**config.mk**
```make
export PLATFORM = sky130hd
export DESIGN_NAME = neuron_accumulator
export DESIGN_NICKNAME = d
export VERILOG_FILES = /design/src/rtl/neuron_accumulator.sv
export SDC_FILE = /design/constraint.sdc
export NUM_CORES = 1
export LEC_CHECK = 0
export BUFFER_PORTS_ARGS = -buffer_cell sky130_fd_sc_hd__clkbuf_2
export CAP_MARGIN = 40
export CORE_MARGIN = 4
export CORE_UTILIZATION = 47
export DETAILED_ROUTE_END_ITERATION = 6
export PLACE_DENSITY = 0.74
export SYNTH_ARGS = -nofsm -noshare
export SYNTH_HDL_FRONTEND = slang
export SYNTH_SLANG_ARGS = --single-unit
```
**constraint.sdc**
```tcl
create_clock -name iCLK -period 4.2 [get_ports iCLK]
set_input_delay 0.84 -clock iCLK [delete_from_list [all_inputs] [get_ports iCLK]]
set_output_delay 0.84 -clock iCLK [all_outputs]
set_load 0.02 [all_outputs]
```
**src/rtl/neuron_accumulator.sv**
```systemverilog
// Sums NP beats of NC signed products per sample (plus optional per-lane bias) and
// hands the finished vector downstream on valid/ready. Optional bias: ACCUM_BIAS_EN.
module neuron_accumulator #(
    parameter int NP = 4,
    parameter int NC = 4,
    parameter int WF = 4,
    localparam int WA = $clog2(NP) + 1 + WF
) (
    input  logic             iCLK,
    input  logic             iRST,
    input  logic             iValid_AM_Prod0,
    output logic             oReady_AM_Prod0,
    input  logic [NC*WF-1:0] iData_AM_Prod0,
`ifdef ACCUM_BIAS_EN
    input  logic [NC*WF-1:0] iData_AM_Bias0,
`endif
    output logic             oValid_BM_Accum0,
    input  logic             iReady_BM_Accum0,
    output logic [NC*WA-1:0] oData_BM_Accum0
);

    localparam int CW = $clog2(NP);

    typedef enum logic {ACCUM, HOLD} state_t;

    state_t           state;
    logic [CW-1:0]    cnt;
    logic [NC*WA-1:0] sum;
    logic [NC*WA-1:0] next_sum;
    logic [NC*WF-1:0] bias;
    logic             last_beat;
    logic             beat;
    logic             drain;

`ifdef ACCUM_BIAS_EN
    assign bias = iData_AM_Bias0;
`else
    assign bias = '0;
`endif

    function automatic logic [WA-1:0] sext(input logic [WF-1:0] v);
        return {{(WA-WF){v[WF-1]}}, v};
    endfunction

    // Only the final beat can stall: it needs the output register to be free or draining.
    assign last_beat       = (cnt == CW'(NP-1));
    assign oReady_AM_Prod0 = !(last_beat && oValid_BM_Accum0 && !iReady_BM_Accum0);
    assign beat            = iValid_AM_Prod0 && oReady_AM_Prod0;
    assign drain           = oValid_BM_Accum0 && iReady_BM_Accum0;

    // Beat 0 restarts from the bias instead of the stale sum.
    always_comb begin
        next_sum = '0;
        for (int i = 0; i < NC; i++) begin
            next_sum[i*WA +: WA] = ((cnt == '0) ? sext(bias[i*WF +: WF]) : sum[i*WA +: WA])
                                   + sext(iData_AM_Prod0[i*WF +: WF]);
        end
    end

    always_ff @(posedge iCLK or posedge iRST) begin
        if (iRST) begin
            cnt              <= '0;
            sum              <= '0;
            state            <= ACCUM;
            oValid_BM_Accum0 <= 1'b0;
            oData_BM_Accum0  <= '0;
        end else begin
            if (beat) begin
                sum <= next_sum;
                cnt <= last_beat ? '0 : cnt + CW'(1);
            end
            case (state)
                ACCUM: begin
                    if (beat && last_beat) begin
                        state            <= HOLD;
                        oValid_BM_Accum0 <= 1'b1;
                        oData_BM_Accum0  <= next_sum;
                    end
                end
                HOLD: begin
                    // An accepted final beat here implies the old result is draining this cycle.
                    if (beat && last_beat) begin
                        oData_BM_Accum0 <= next_sum;
                    end else if (drain) begin
                        state            <= ACCUM;
                        oValid_BM_Accum0 <= 1'b0;
                    end
                end
                default: begin
                    state            <= ACCUM;
                    oValid_BM_Accum0 <= 1'b0;
                end
            endcase
        end
    end

endmodule
```
==> summary.md <==
| Metric | Value |
|---|---|
| Lkg Pwr | 0.00198 uW |
| Mapped Nets | 430 |
| Clock sinks | 60 |
| Max VDD drop | 280 uV |
| HPWL after DPL | 5.36 mm |
| First-pass GRT wire length | 12.9 mm |
| Sw Ratio | 43.3% |
| Post-synthesis simple-gate area fraction | 22.1% |
| Cell Int Power | 1650 uW |
| Routed vias/inst | 5.36 |
| Commonest non-fill, non-tap cell in the layout | nand2_1 |
| Clk buf depth | 2 |
| Number of port buffers | 49 |
| Clk pwr share | 15.3% |
| Register area | 1500 sq um |
| Crit path from | cnt[0]$_DFFE_PP0N_ |
| Cell Pwr Density | 729 nW/um^2 |
| Post-CTS Setup Bufs | 0 |
| Compound-Gate Fraction of Synth Area | 15.8% |
| HP Class | register to register |
| Worst-Skew Late Latency | 0.34 ns |
| Comb pwr share | 50.9% |
| Nets@finish | 478 |
| Final-layout fill cell count | 665 |
| Synth warn | 0 |
| Drt wl/cell | 14.3 um |
| Register area share after synthesis | 42.8% |
| Hold Startpoint | state$_DFF_PP0_ |
| DRT iter0 DRCs | 114 |
| CTS H-tree depth | 3 |
| Core Area | 7250 sq um |
| Final Power | 2920 uW |
| Cells after synthesis | 380 |
| Final min period | 2.74 ns |
| Hold_buf cts | 0 |
| RSZ-0062 raised after global routing | false |
| Layout cells sized above 1 | 15.9% |
| Ys async rst share | 100% |
| Clock transition at the registers of the reported paths | 0.07 ns |
| Crit Path Class | register to register |
| Die span in y | 94.4 um |
| Drt drc | 0 |
| Die Area | 8900 sq um |
| Most frequent cells in the layout | nand2_1, dfrtp_1, clkbuf_2 |
| Mean Syn Cell Area | 9.23 sq um |
| CP Data Required Time | 4.48 ns |
| Cts bufs inserted | 9 |
| Die width | 94.4 um |
| Ys flop type | dfrtp_1 |
| Adder-cell share of the synthesized area | 11.6% |
| Startpoint type of the worst setup path | register |
| Reg2reg start | cnt[0]$_DFFE_PP0N_ |
| Drt total wl | 7.58 mm |
| Cell taking the most area after synthesis | dfrtp_1 |
| Initial antenna violation count | 0 |
| Area delta synth->final | 14.2% |
| Largest net degree at the start of global routing | 54 |
| Antenna diode count | 0 |
| Crit Path Max Fanout | 15 |
| DR pass1 iterations | 4 |
| Fin. Hold Viols | 0 |
| Gpl congestion | 0.845 |
| Status | complete, no violations |
| Routed Antenna Nets | 0 |
| Fmax | 365 MHz |
| Synth Register Bits | 60 |
| Synth top area cells | dfrtp_1, ha_1, nand2_1 |
| Area share of the largest cell type after synthesis | 42.8% |
| Vias in the first global route | 2866 |
| Hold slack | 0.453 ns |
| Via count | 2849 |
| GRT Total Usage | 18.3% |
| Data arrival time of the critical path | 3.01 ns |
| Main combinational cell family by area after synthesis | simple AND/OR/NAND/NOR gates |
| Gates resized, CTS repair | 0 |
| I/O Pins | 50 |
| Flop pwr share | 33.8% |
| Setup TNS | 0 ns |
| CTS tree | done |
| Initial Utilization | 48.3% |
| CP Capture Type | register |
| XOR/XNOR Fraction of Synth Area | 3.00% |
| Layout Skew | 0.00702 ns |
| Max-slew violations | 0 |
| Post-synthesis mux area share | 0% |
| Max transition margin | 48.6% |
| Synthesized cell area | 3510 sq um |
| Max-Cap Viols | 0 |
| EDFF count, synth | 0 |
| Final setup violation count | 0 |
| Slew @ Worst Pin | 0.770 ns |
| Synth cell types | 33 |
| Final period util | 65.2% |
| Rows | 31 |
| Gr ovfl total | 0 |
| Root buffer cell | clkbuf_8 |
| Area of the multi-input gates | 1840 sq um |
| Switching pwr | 1260 uW |
## layout make-up
class	instances	area share, %
Clock buffer	14	3.81
Clock inverter	2	0.250
Inverter	20	1.88
Multi-Input combinational cell	283	46.0
Sequential cell	60	37.5
Tap cell	99	3.09
Timing Repair Buffer	54	7.47
## metrics by stage
step                      util, %  area, sq um  worst slack [ns]  instances
final                        55.2         4000              1.46        532
after CTS                    55.2         4000              1.45        532
after global placement       52.5         3810              1.58        514
after detailed placement     52.9         3840              1.51        516
after floorplan                 -         3510              1.80        380
after global routing         55.2         4000              1.23        532
## synth_stat cells, types with 5 or more instances
cell,count
nand4_1,20
o31ai_1,8
inv_1,20
nand2b_1,8
a211o_1,16
a21o_1,8
xor2_1,8
dfrtp_1,60
a21oi_1,9
buf_2,5
o21ai_0,29
nand2_1,77
nor2b_1,24
ha_1,26
nand3_1,16
clkbuf_1,8
## kinds of logic (layout without fill, tap and decap cells)
kind of cell / after synthesis / count (layout)
AND/OR/NAND/NOR: 157 / 157
XOR/XNOR: 12 / 12
flip-flops: 60 / 60
buffers and inverters: 37 / 90
AO/OA/AOI/OAI: 84 / 84
adder cells (fa/ha/maj): 30 / 30
## worst paths after layout
path                            slack (ns)                        endpoint  cells after the start
worst max register to register        1.46  oData_BM_Accum0[6]$_DFFE_PP0P_                     11
worst min register to register        0.45    oValid_BM_Accum0$_DFFE_PP0P_                      1
min in group asynchronous             0.62  oData_BM_Accum0[8]$_DFFE_PP0P_                      2
max in group asynchronous             2.76  oData_BM_Accum0[7]$_DFFE_PP0P_                      3
worst min-delay path                  0.45    oValid_BM_Accum0$_DFFE_PP0P_                      1
worst max-delay path                  1.46  oData_BM_Accum0[6]$_DFFE_PP0P_                     11
## power by group through the flow
stage	logic (uW)	clock network, uW	registers [uW]
after floorplan	978	0	1110
after global placement	1430	0	988
after detailed placement	1490	0	994
after CTS	1500	458	988
after global routing	1680	479	1020
final	1480	446	985
## sequential cells by signal, indices dropped and copies added, names as in the netlist
register / cells
oValid_BM_Accum0: 1
cnt: 2
oData_BM_Accum0: 28
state: 1
sum: 28
## critical path: stages, from the launching register on
cell,delay (ns)
dfrtp_1,0.39
inv_1,0.06
ha_1,0.38
buf_4,0.28
nor2b_1,0.14
ha_1,0.20
inv_1,0.06
fa_1,0.39
nor2b_1,0.16
o2111ai_1,0.20
a211o_1,0.34
nand3_1,0.08
## routing by layer
metal  GRT usage [%]  share of wire (%)
met1            23.9                 47
met2            30.1                 48
met3            3.35                3.2
met4            7.58                1.6
met5               0                  0
Power figures use the tool's default switching activity.
